==> src/rtl/sync_fifo_pkg.sv <==
// -----------------------------------------------------------------------------
// sync_fifo_pkg
// Shared constants and helper functions for the parametrised synchronous FIFO:
//   calc_cw       : width of the fill counter, able to hold 0..DEPTH
//   calc_pw       : width of a read/write pointer, at least 1 bit
//   next_ptr      : pointer increment with an explicit wrap at DEPTH-1
//   *_ok          : parameter range checks used at elaboration time
// -----------------------------------------------------------------------------
package sync_fifo_pkg;

   function automatic int calc_cw(input int depth);
      return $clog2(depth + 1);
   endfunction

   function automatic int calc_pw(input int depth);
      return (depth <= 2) ? 1 : $clog2(depth);
   endfunction

   // Wrap is explicit so non-power-of-two depths never index past the array.
   function automatic int unsigned next_ptr(input int unsigned ptr, input int unsigned depth);
      return (ptr == depth - 32'd1) ? 32'd0 : ptr + 32'd1;
   endfunction

   function automatic bit width_ok(input int width);
      return (width >= 1);
   endfunction

   function automatic bit depth_ok(input int depth);
      return (depth >= 2);
   endfunction

   function automatic bit afull_th_ok(input int th, input int depth);
      return (th >= 1) && (th <= depth);
   endfunction

   function automatic bit aempty_th_ok(input int th, input int depth);
      return (th >= 0) && (th <= depth - 1);
   endfunction

   function automatic bit fwft_ok(input int fwft);
      return (fwft == 0) || (fwft == 1);
   endfunction

endpackage : sync_fifo_pkg

==> src/rtl/fifo_mem.sv <==
// -----------------------------------------------------------------------------
// fifo_mem
// WIDTH x DEPTH simple dual-port storage: synchronous write, asynchronous read.
// Contents are deliberately not reset.
// Ports:
//   clk   : write clock
//   we    : write enable
//   waddr : write address (0..DEPTH-1)
//   wdata : write data
//   raddr : read address (0..DEPTH-1)
//   rdata : combinational read data at raddr
// -----------------------------------------------------------------------------
module fifo_mem
   import sync_fifo_pkg::*;
#(
   parameter int WIDTH = 8,
   parameter int DEPTH = 4,
   parameter int PW    = calc_pw(DEPTH)
) (
   input  logic             clk,
   input  logic             we,
   input  logic [PW-1:0]    waddr,
   input  logic [WIDTH-1:0] wdata,
   input  logic [PW-1:0]    raddr,
   output logic [WIDTH-1:0] rdata
);

   logic [WIDTH-1:0] mem_q [DEPTH];

   // Storage array write port.
   always_ff @(posedge clk) begin
      if (we) begin
         mem_q[waddr] <= wdata;
      end
   end

   assign rdata = mem_q[raddr];

endmodule : fifo_mem

==> src/rtl/sync_fifo_param_chk.sv <==
// -----------------------------------------------------------------------------
// sync_fifo_param_chk
// Elaboration-time parameter checks for sync_fifo_param. Holds no logic and
// has no ports; an illegal parameter set stops elaboration with a message.
// -----------------------------------------------------------------------------
module sync_fifo_param_chk
   import sync_fifo_pkg::*;
#(
   parameter int WIDTH     = 8,
   parameter int DEPTH     = 4,
   parameter int AFULL_TH  = DEPTH - 1,
   parameter int AEMPTY_TH = 1,
   parameter int FWFT      = 0
) ();

   if (!width_ok(WIDTH)) begin : g_bad_width
      $error("sync_fifo_param: WIDTH must be >= 1");
   end

   if (!depth_ok(DEPTH)) begin : g_bad_depth
      $error("sync_fifo_param: DEPTH must be >= 2");
   end

   if (!afull_th_ok(AFULL_TH, DEPTH)) begin : g_bad_afull
      $error("sync_fifo_param: AFULL_TH must be in 1..DEPTH");
   end

   if (!aempty_th_ok(AEMPTY_TH, DEPTH)) begin : g_bad_aempty
      $error("sync_fifo_param: AEMPTY_TH must be in 0..DEPTH-1");
   end

   if (!fwft_ok(FWFT)) begin : g_bad_fwft
      $error("sync_fifo_param: FWFT must be 0 or 1");
   end

endmodule : sync_fifo_param_chk

==> src/rtl/sync_fifo_param.sv <==
// -----------------------------------------------------------------------------
// sync_fifo_param
// Single-clock parametrised FIFO with exact fill count, programmable
// almost-full / almost-empty thresholds, FWFT or registered-read mode,
// synchronous flush and sticky overflow / underflow flags.
// Ports:
//   clk          : clock, rising edge
//   rst          : asynchronous active-high reset
//   din, wr_en   : write data / write request
//   rd_en        : read request (FWFT=1: acknowledge of the word on dout)
//   flush        : synchronous clear of contents (pointers and count)
//   clr_err      : synchronous clear of the sticky error flags
//   dout         : read data
//   full, empty, almost_full, almost_empty : status, decoded from count
//   count        : number of entries held (0..DEPTH)
//   overflow     : sticky, write attempted while full
//   underflow    : sticky, read attempted while empty
// -----------------------------------------------------------------------------
module sync_fifo_param
   import sync_fifo_pkg::*;
#(
   parameter int WIDTH     = 8,
   parameter int DEPTH     = 4,
   parameter int AFULL_TH  = DEPTH - 1,
   parameter int AEMPTY_TH = 1,
   parameter int FWFT      = 0
) (
   input  logic                      clk,
   input  logic                      rst,
   input  logic [WIDTH-1:0]          din,
   input  logic                      wr_en,
   input  logic                      rd_en,
   input  logic                      flush,
   input  logic                      clr_err,
   output logic [WIDTH-1:0]          dout,
   output logic                      full,
   output logic                      empty,
   output logic                      almost_full,
   output logic                      almost_empty,
   output logic [calc_cw(DEPTH)-1:0] count,
   output logic                      overflow,
   output logic                      underflow
);

   localparam int CW = calc_cw(DEPTH);
   localparam int PW = calc_pw(DEPTH);

   localparam logic [CW-1:0] DEPTH_C = CW'(DEPTH);
   localparam logic [CW-1:0] AFULL_C = CW'(AFULL_TH);
   localparam logic [CW-1:0] AEMPTY_C = CW'(AEMPTY_TH);
   localparam logic [CW-1:0] ONE_C   = CW'(1'b1);
   localparam logic [CW-1:0] ZERO_C  = CW'(1'b0);

   logic [PW-1:0]    wr_ptr_q, wr_ptr_d;
   logic [PW-1:0]    rd_ptr_q, rd_ptr_d;
   logic [CW-1:0]    count_q, count_d;
   logic [WIDTH-1:0] dout_q, dout_d;
   logic             overflow_q, overflow_d;
   logic             underflow_q, underflow_d;
   logic             full_q, full_d;
   logic             empty_q, empty_d;
   logic             afull_q, afull_d;
   logic             aempty_q, aempty_d;

   logic             wr_acc_s;
   logic             rd_acc_s;
   logic [WIDTH-1:0] mem_rdata_s;

   sync_fifo_param_chk #(
      .WIDTH     (WIDTH),
      .DEPTH     (DEPTH),
      .AFULL_TH  (AFULL_TH),
      .AEMPTY_TH (AEMPTY_TH),
      .FWFT      (FWFT)
   ) u_chk ();

   fifo_mem #(
      .WIDTH (WIDTH),
      .DEPTH (DEPTH),
      .PW    (PW)
   ) u_mem (
      .clk   (clk),
      .we    (wr_acc_s),
      .waddr (wr_ptr_q),
      .wdata (din),
      .raddr (rd_ptr_q),
      .rdata (mem_rdata_s)
   );

   // Accept decisions from registered flags; flush suppresses both sides.
   always_comb begin
      wr_acc_s = wr_en & ~full_q & ~flush;
      rd_acc_s = rd_en & ~empty_q & ~flush;
   end

   // Next-state for pointers, count, read register and sticky errors.
   always_comb begin
      wr_ptr_d = wr_ptr_q;
      rd_ptr_d = rd_ptr_q;
      count_d  = count_q;
      dout_d   = dout_q;

      if (flush) begin
         wr_ptr_d = {PW{1'b0}};
         rd_ptr_d = {PW{1'b0}};
         count_d  = ZERO_C;
      end else begin
         if (wr_acc_s) begin
            wr_ptr_d = PW'(next_ptr(32'(wr_ptr_q), 32'(DEPTH)));
         end else begin
            wr_ptr_d = wr_ptr_q;
         end

         if (rd_acc_s) begin
            rd_ptr_d = PW'(next_ptr(32'(rd_ptr_q), 32'(DEPTH)));
         end else begin
            rd_ptr_d = rd_ptr_q;
         end

         case ({wr_acc_s, rd_acc_s})
            2'b10:   count_d = count_q + ONE_C;
            2'b01:   count_d = count_q - ONE_C;
            default: count_d = count_q;
         endcase
      end

      // Registered-read data only moves on an accepted read.
      if (rd_acc_s && (FWFT == 0)) begin
         dout_d = mem_rdata_s;
      end else begin
         dout_d = dout_q;
      end

      // A set in the same cycle as clr_err wins; flush never sets errors.
      overflow_d  = (overflow_q  & ~clr_err) | (wr_en & full_q  & ~flush);
      underflow_d = (underflow_q & ~clr_err) | (rd_en & empty_q & ~flush);

      // Flags are precomputed from the next count so they leave a flop.
      full_d   = (count_d == DEPTH_C);
      empty_d  = (count_d == ZERO_C);
      afull_d  = (count_d >= AFULL_C);
      aempty_d = (count_d <= AEMPTY_C);
   end

   // State registers with asynchronous reset.
   always_ff @(posedge clk or posedge rst) begin
      if (rst) begin
         wr_ptr_q    <= {PW{1'b0}};
         rd_ptr_q    <= {PW{1'b0}};
         count_q     <= ZERO_C;
         dout_q      <= {WIDTH{1'b0}};
         overflow_q  <= 1'b0;
         underflow_q <= 1'b0;
         full_q      <= 1'b0;
         empty_q     <= 1'b1;
         afull_q     <= 1'b0;
         aempty_q    <= 1'b1;
      end else begin
         wr_ptr_q    <= wr_ptr_d;
         rd_ptr_q    <= rd_ptr_d;
         count_q     <= count_d;
         dout_q      <= dout_d;
         overflow_q  <= overflow_d;
         underflow_q <= underflow_d;
         full_q      <= full_d;
         empty_q     <= empty_d;
         afull_q     <= afull_d;
         aempty_q    <= aempty_d;
      end
   end

   // In FWFT mode the head word is shown straight from storage.
   assign dout         = (FWFT != 0) ? mem_rdata_s : dout_q;
   assign full         = full_q;
   assign empty        = empty_q;
   assign almost_full  = afull_q;
   assign almost_empty = aempty_q;
   assign count        = count_q;
   assign overflow     = overflow_q;
   assign underflow    = underflow_q;

endmodule : sync_fifo_param

==> config.mk <==
export PLATFORM = sky130hd
export DESIGN_NAME = sync_fifo_param
export DESIGN_NICKNAME = d
export VERILOG_FILES = /design/src/rtl/sync_fifo_pkg.sv /design/src/rtl/fifo_mem.sv /design/src/rtl/sync_fifo_param_chk.sv /design/src/rtl/sync_fifo_param.sv
export SDC_FILE = /design/constraint.sdc
export NUM_CORES = 1
export LEC_CHECK = 0
export CAP_MARGIN = 40
export CELL_PAD_IN_SITES_DETAIL_PLACEMENT = 0
export CELL_PAD_IN_SITES_GLOBAL_PLACEMENT = 1
export CORE_MARGIN = 2
export CORE_UTILIZATION = 49
export CTS_CLUSTER_DIAMETER = 150
export DETAILED_ROUTE_END_ITERATION = 7
export HOLD_SLACK_MARGIN = 0.15
export PLACE_DENSITY = 0.81
export SYNTH_ARGS = -nofsm -noshare
export SYNTH_HDL_FRONTEND = slang
export SYNTH_SLANG_ARGS = --single-unit
==> constraint.sdc <==
create_clock -name clk -period 5.3 [get_ports clk]
set_input_delay 1.325 -clock clk [delete_from_list [all_inputs] [get_ports clk]]
set_output_delay 1.325 -clock clk [all_outputs]
set_load 0.02 [all_outputs]
-- Yosys cells after proc, flatten, opt, wreduce, memory -nomap -nowiden
Memory sizes are Yosys's and may differ from the RTL's. A register that Yosys moved wholly into a read port is not among the register bits.
Index checks and enable logic that the tools add are counted.
- flip-flop bits (word level): 13
- RAM bits: 32
- output and inout port bits: 17
- word-level logic and storage cells: 50
- memories: 1
- add/sub/neg operators: 4
- magnitude comparators: 2
- equality and inequality tests: 5
- mux-type cells: 10
- bitwise operators: 16
- reduce and logical (&&, ||, !) cells: 3
- memories (memory ; words ; width ; read ports ; clocked after Yosys merged registers in ; write ports ; RTL line ; RTL):
    u_mem.mem_q ; 4 ; 8 ; 1 ; 1 ; 1 ; fifo_mem.sv:28 ; logic [WIDTH-1:0] mem_q [DEPTH];
- operator list (kind ; count):
    $mux 2 ; 6
    $and 1x1->1 ; 10
    $eq 2x2->1 const B ; 3
    $pmux 3 s2 ; 1
    $add 2x1->2 const B ; 2
    $not 1->1 ; 4
    $reduce_bool 2->1 ; 2
    $add 3x1->3 const B ; 1
    $eq 3x3->1 const B ; 1
    $ge 3x2->1 const B ; 1
    $le 3x1->1 const B ; 1
    $logic_not 3->1 ; 1
    $mux 3 ; 1
    $sub 3x1->3 const B ; 1
    $eq 2x1->1 const B ; 1
    $mux 1 ; 2
    $or 1x1->1 ; 2

-- Logic depth before layout (Yosys ltp)
Gate-level depths: netlist of run 1.
- word-level depth: 7
- gate-level depth with buffers: 7

-- By module
From an unflattened synthesis of run 1, not the netlist that was laid out.
- cells, all modules: 125
- area, all modules: 2150.8 µm²
- by module, submodules not included (module ; instances ; cells each ; area an instance (µm²) ; sequential area each (µm²)):
    fifo_mem ; 1 ; 46 ; 1188.6 ; 960.9
    sync_fifo_param ; 1 ; 79 ; 962.2 ; 528.0

-- Least setup slack after synthesis of run 1
Ideal clock, no wire load.
- kind: in2reg
- from: in flush
- to: reg afull_q (netlist: almost_full)
- arrival: 3012 ps
- required time: 5169 ps
- slack: 2157 ps
- stages: 7
- cell sequence: nor3b_1 inv_1 ha_1 fa_1 xnor2_1 o21ba_2 or3_1
- word-level cells in the longest chain between the ends: 6
- ends and longest elaborated chain (item ; RTL line ; RTL):
    start, declared ; sync_fifo_param.sv:33 ; input logic flush,
    $not 1->1 ; sync_fifo_param.sv:92, sync_fifo_param.sv:93 ;
    $and 1x1->1 (on tied branches) ; sync_fifo_param.sv:93, sync_fifo_param.sv:92 ;
    $eq 2x1->1 / $eq 2x2->1 (equally long branches) ; sync_fifo_param.sv:120 ; case ({wr_acc_s, rd_acc_s})
    $pmux 3 s2 ; sync_fifo_param.sv:120 ;
    $mux 3 * ; sync_fifo_param.sv:103 ; if (flush) begin
    $ge 3x2->1 * ; sync_fifo_param.sv:141 ; afull_d = (count_d >= AFULL_C);
    via afull_d ; sync_fifo_param.sv:62 ; logic afull_q, afull_d;
    end signal, assigned ; sync_fifo_param.sv:167 ; afull_q <= afull_d;
    end, declared ; sync_fifo_param.sv:62 ;
Mark *: on every way through the listed nets, which the timed path passes. The rest lies on a longest branch.
A chain may end at the register's enable or synchronous reset.

-- Worst setup path in the final report of run 1
Same ends and word-level chain as after synthesis.

==> results of run 1 <==
Yosys cell counts (2+ instances only):
master | number | area (µm²)
and2_1 | 4 | 25.0
buf_2 | 2 | 10.0
clkbuf_1 | 2 | 7.51
dfrtp_1 | 19 | 475
dfstp_2 | 2 | 52.6
edfxtp_1 | 32 | 961
ha_1 | 6 | 75.1
inv_1 | 6 | 22.5
mux2_4 | 8 | 120
mux2i_1 | 5 | 50.1
mux4_2 | 8 | 180
nand3b_1 | 2 | 15.0
nor2_1 | 8 | 30.0
nor2b_1 | 2 | 12.5
nor3_1 | 4 | 20.0
nor3b_1 | 4 | 30.0
o21ai_0 | 2 | 10.0
critical path, stage by stage:
cell	delay, ns
clkdlybuf4s50_1	0.66
nor3b_1	0.47
inv_1	0.10
ha_1	0.23
fa_1	0.38
xnor2_1	0.30
nor4_1	0.12
or3_1	0.37
sequential cells by signal, indices dropped and copies added (netlist names):
signal and flops:
dout 8, underflow 1, almost_full 1, count 3
full 1, empty 1, wr_ptr_q 2, almost_empty 1
u_mem.mem_q 32, overflow 1, rd_ptr_q 2
layout by cell type, fill, tap and decap left out:
master           netlist  final
clkdlybuf4s50_1        0     30
o21ba_2                1      1
clkinv_2               0      1
fa_1                   1      1
dfrtp_1               19     19
and2_1                 4      4
buf_4                  0      1
nor3b_1                4      3
buf_8                  0      1
nand2_1                1      1
nand2b_1               1      1
inv_1                  6      6
nor2b_1                2      2
nor3b_2                0      1
o21ai_0                2      2
ha_1                   6      6
mux4_2                 8      8
xnor2_1                1      1
dfstp_2                2      2
nor4_1                 1      1
nor3_1                 4      4
a21oi_1                1      1
o21bai_1               1      1
xor2_1                 1      1
or4_1                  1      1
mux2i_1                5      5
nor2_1                 8      8
edfxtp_1              32     32
or3_1                  1      1
clkinvlp_4             0      1
clkbuf_8               0      5
inv_6                  0      1
mux2_4                 8      8
nand3b_1               2      2
how the worst min path moves through the flow:
stage	slack, ns	from	end
global route	0.54	dout[4]	dout[4]
floorplan	0.54	wr_ptr_q[1]	wr_ptr_q[1]
global placement	0.50	dout[2]	dout[2]
CTS	0.53	dout[1]	dout[1]
detailed placement	0.49	dout[4]	dout[4]
finish	0.52	dout[2]	dout[2]
per-layer routing:
| metal | part of all wire (%) | wire (µm) | track usage (%) |
|---|---|---|---|
| met1 | 43 | 1550 | 19.0 |
| met2 | 53 | 1890 | 26.1 |
| met3 | 3.8 | 137 | 3.99 |
| met4 | 0.53 | 19 | 5.66 |
| met5 | 0 | 0 | 0 |
layout make-up:
| type | count | area (µm²) | share of cell area (%) |
|---|---|---|---|
| timing repair buffer | 32 | 323 | 12.2 |
| inverter | 6 | 22.5 | 0.849 |
| clock buffer | 5 | 68.8 | 2.59 |
| tap | 52 | 65.1 | 2.45 |
| sequential | 53 | 1490 | 56.1 |
| multi-input combinational | 64 | 663 | 25.0 |
| clock inverter | 3 | 21.3 | 0.802 |
cells by family after synthesis:
logic type | count (synthesis) | share of synthesized area, %
xor+xnor | 2 | 0.797
fa+ha+maj | 7 | 4.33
simple gates | 29 | 7.40
flops | 53 | 67.7
mux | 21 | 15.9
compound gates | 5 | 1.48
buf+inv | 11 | 2.33
per-stage QoR:
step	setup WS (ns)	total power [W]	util (%)	hold WS, ns
final	1.54	0.000971	61.3	0.520
after global routing	1.32	0.00101	61.3	0.543
after CTS	1.58	0.000980	61.0	0.527
after detailed placement	1.24	0.000755	58.9	0.491
after global placement	1.32	0.000752	58.9	0.498
after floorplan	2.16	0.000652	-	0.538
power breakdown:
part           leakage (nW)  internal [W]  switching [W]  total (W)
clock network        0.0445     0.0000939       0.000131   0.000225
logic                 0.398      0.000132      0.0000985   0.000230
registers             0.557      0.000485      0.0000309   0.000516
total                 0.999      0.000710       0.000261   0.000971
==> results.ini, run 1 <==
[power_and_ir_drop]
p_leak_nw = 0.999
vdd_drop_max_v = 0.000267
powerDensity_nw_per_um2 = 366

[sta]
report.final.slew_viol_count = 0
finalHoldViolCount = 0
period_share_pct = 71.0
rsz0062_at_grt = false
finalSetupViolCount = 0
tightest_slew_ns = 0.592
setup_tns_ns = 0
max_slew_margin_pct = 60.5
max_freq_ghz = 0.266
min_period_ns = 3.76
clock_skew_ns = 0.0108

[die]
coreArea_um2 = 4320
dieWidth_um = 71.0
row_count = 24
die_area_um2 = 5040
die_y_um = 71.0
boundaryPins = 31
start_util_pct = 50.8

[worst_setup_path]
critical_path.startpoint = flush
worstPathRequired_ns = 5.49
r2r-start = full
end_kind = flip-flop
startpoint_type = input pin
crit_path_end = almost_full
r2r_cells = 7
rrSetupSlack_ns = 2.89
critPathArrivalTime_ns = 3.95
cp_max_fo = 15
r2r-end = almost_full
crit_type = in2reg

[logic_synthesis]
synth_fp_nets = 149
async_flop_share_pct = 39.6
synth_cells = 128
synth_edf_count = 32
yosysWarnings = 0
yosysSeqAreaShare_pct = 67.7
syn_avg_cell_area_um2 = 17.2
synth-main-ff-cell = edfxtp_1
ys_types = 29
synth_area_um2 = 2200
ys_ff_latch = 53

[job]
drv_cap = 0

[clocking]
cts_made_buffers = 5
ctsHoldBuffers = 0
cts_max_path_buffers = 2
cts_root_buf = clkbuf_8
post-cts-setup-buffers = 0
cts.clk_slew.worst_paths_ns = 0.10
worstSkewPairLatency_ns = 0.30
cts.sinks = 53
htree_levels = 2
cts_tree = done
cts_resized = 0

[drt]
remaining_drc_errors = 0
drt_pre_antenna_iters = 4
num_vias = 1124
wl_per_cell_um = 16.7
drt_iter0_markers = 70
vias_per_cell = 5.23
wl_mm = 3.60
antenna_left = 0

[global_route]
grt_pass1_vias = 1157
grt_overflow = 0
globalRouteTotalUtil_pct = 15.3
grt_start_max_net_pins = 22
grt_antenna_before_repair = 0
grt_pass1_wl_mm = 5.66

[place]
place_inst = 206
place_area_um2 = 2550
gp_congestion = 0.764
portBuffers = 30
hpwl_mm = 2.39

[finish]
stdcell_count = 215
final_area_um2 = 2650
layout-drive-gt1-share_pct = 18.4
nFillCells = 330
area_growth_pct = 20.7
antenna_cells = 0
final_nets = 183

[status]
run_status = complete, no violations

[worst_hold_path]
hold_class = reg2reg
hold_depth = 1

Power figures use the tool's default switching activity.
==> inputs of run 2 (changes only) <==
CORE_UTILIZATION = 41   (was 49)
PLACE_DENSITY = 0.72   (was 0.81)
clock period = 3.25 ns   (was 5.3 ns; I/O delays follow)
==> results.ini, run 2 (synthesized netlist as in run 1, its figures left out) <==
[power_and_ir_drop]
clockPowerShare_pct = 22.0  ; was 23.2%
seqPwrFrac_pct = 53.7  ; was 53.1%
p_switching_w = 0.000409  ; was 0.000261 W
powerDensity_nw_per_um2 = 582  ; was 366 nW/µm²
comb_power_share_pct = 24.3  ; was 23.7%
power_w = 0.00157  ; was 0.000971 W
switching_share_pct = 26.1  ; was 26.9%
vdd_drop_max_v = 0.000294  ; was 0.000267 V
p_leak_nw = 1.01  ; was 0.999 nW
internal-power_w = 0.00116  ; was 0.000710 W

[drt]
antenna_left = 0  ; unchanged
drt_pre_antenna_iters = 5  ; was 4
drt_iter0_markers = 62  ; was 70
wl_mm = 3.77  ; was 3.60 mm
num_vias = 1139  ; was 1124
remaining_drc_errors = 0  ; unchanged
wl_per_cell_um = 16.0  ; was 16.7 µm
vias_per_cell = 4.85  ; was 5.23

[die]
row_count = 26  ; was 24
die_y_um = 77.2  ; was 71.0 µm
dieWidth_um = 77.2  ; was 71.0 µm
start_util_pct = 42.8  ; was 50.8%
die_area_um2 = 5960  ; was 5040 µm²
coreArea_um2 = 5140  ; was 4320 µm²
boundaryPins = 31  ; unchanged

[worst_hold_path]
hold_class = reg2reg  ; unchanged
hold_depth = 1  ; unchanged

[finish]
final_cell_mix = 32 x edfxtp_1, 30 x clkdlybuf4s50_1, 19 x dfrtp_1  ; unchanged
layout-drive-gt1-share_pct = 17.6  ; was 18.4%
antenna_cells = 0  ; unchanged
final_nets = 185  ; was 183
regArea_um2 = 1490  ; unchanged
area_growth_pct = 22.5  ; was 20.7%
mostFrequentLayoutCell = edfxtp_1  ; unchanged
nFillCells = 461  ; was 330
largest_reg_flops = 32  ; unchanged
top_register = u_mem.mem_q  ; unchanged
multi_input_area_um2 = 663  ; unchanged

[sta]
max_freq_ghz = 0.346
max_slew_margin_pct = 60.2  ; was 60.5%
clock_skew_ns = 0.00609  ; was 0.0108 ns
period_share_pct = 88.8
min_period_ns = 2.89
rsz0062_at_grt = false  ; unchanged
setup_tns_ns = 0  ; unchanged
finalHoldViolCount = 0  ; unchanged
tightest_slew_ns = 0.597  ; was 0.592 ns
finalSetupViolCount = 0  ; unchanged
report.final.slew_viol_count = 0  ; unchanged

[clocking]
cts_max_path_buffers = 2  ; unchanged
cts.sinks = 53  ; unchanged
post-cts-setup-buffers = 0  ; unchanged
cts_resized = 0  ; unchanged
cts_made_buffers = 5  ; unchanged
cts_root_buf = clkbuf_8  ; unchanged
cts_tree = done  ; unchanged
worstSkewPairLatency_ns = 0.30  ; about the same
htree_levels = 2  ; unchanged
cts.clk_slew.worst_paths_ns = 0.08  ; was 0.10 ns
ctsHoldBuffers = 0  ; unchanged

[global_route]
grt_overflow = 0  ; unchanged
grt_antenna_before_repair = 0  ; unchanged
globalRouteTotalUtil_pct = 14.2  ; was 15.3%
grt_pass1_vias = 1189  ; was 1157
grt_pass1_wl_mm = 6.24  ; was 5.66 mm
grt_start_max_net_pins = 19  ; was 22

[worst_setup_path]
cp_max_fo = 4  ; was 15
worstPathRequired_ns = 3.42  ; was 5.49 ns
end_kind = flip-flop  ; unchanged
crit_type = in2reg  ; unchanged
r2r_cells = 7  ; unchanged
critPathArrivalTime_ns = 3.06  ; was 3.95 ns
cpPeakStageDelay_ns = 0.49  ; was 0.66 ns
cpMaxStageDelayCell = clkdlybuf4s50_1  ; unchanged
startpoint_type = input pin  ; unchanged
crit_chain = clkdlybuf4s50_1, nor3b_1, inv_1, ha_1, fa_1, xnor2_1, o21ba_2, or3_1  ; was clkdlybuf4s50_1, nor3b_1, inv_1, ha_1, fa_1, xnor2_1, nor4_1, or3_1

[place]
gp_congestion = 0.688  ; was 0.764
portBuffers = 30  ; unchanged
hpwl_mm = 2.63  ; was 2.39 mm

[status]
run_status = complete, no violations  ; unchanged

[job]
drv_cap = 0  ; unchanged

-- run 2: final cells by class --
class                      count  area share, %
inverter                       6          0.836
tap                           70           3.25
clock buffer                   7           2.83
sequential                    53           55.3
timing repair buffer          34           13.0
clock inverter                 1          0.139
multi-input combinational     64           24.6
-- run 2: critical path, delay by kind of cell --
kind | cells | cell delay [ns]
adder cells (fa/ha/maj) | 2 | 0.62
XOR/XNOR | 1 | 0.18
AO/OA/AOI/OAI | 1 | 0.23
AND/OR/NAND/NOR | 2 | 0.64
buffers and inverters | 2 | 0.58
-- run 2: power by group through the flow --
stage	logic (W)	clock network [W]	registers [W]
after global placement	0.000375	0	0.000855
final	0.000381	0.000345	0.000842
after detailed placement	0.000384	0	0.000859
after floorplan	0.000147	0	0.000916
after CTS	0.000387	0.000359	0.000847
after global routing	0.000405	0.000389	0.000856
-- run 2: per-stage QoR --
| stage | area (µm²) | setup slack [ns] | utilization (%) | cells | hold WS, ns |
|---|---|---|---|---|---|
| final | 2690 | 0.363 | 52.4 | 235 | 0.516 |
| after CTS | 2690 | 0.389 | 52.4 | 235 | 0.526 |
| after detailed placement | 2610 | 0.0715 | 50.8 | 227 | 0.501 |
| after floorplan | 2200 | 0.620 | - | 128 | 0.538 |
| after global placement | 2580 | 0.166 | 50.3 | 226 | 0.497 |
| after global routing | 2690 | 0.277 | 52.4 | 235 | 0.540 |
-- run 2: layer usage --
layer	track usage, %	part of all wire [%]	up-vias
met5	0	0	-
met4	3.75	0.40	0
met3	4.82	4.5	2
met2	21.2	47	23
met1	19.9	48	573
li1	-	-	541
-- run 2: path summary, 6_finish.rpt --
path                            slack (ns)          end  startpoint
worst max-delay path                  0.36  almost_full       wr_en
worst min-delay path                  0.52      dout[0]     dout[0]
worst max register to register        0.95  almost_full        full
worst min register to register        0.52      dout[0]     dout[0]
max in group asynchronous             2.06        empty         rst
min in group asynchronous             0.74      dout[2]         rst
==> inputs of run 3 (changes only) <==
SKIP_LAST_GASP = 1   (was not set)
==> results of run 3 <==
Final layout, timing and power as in run 2 (identical DEF).
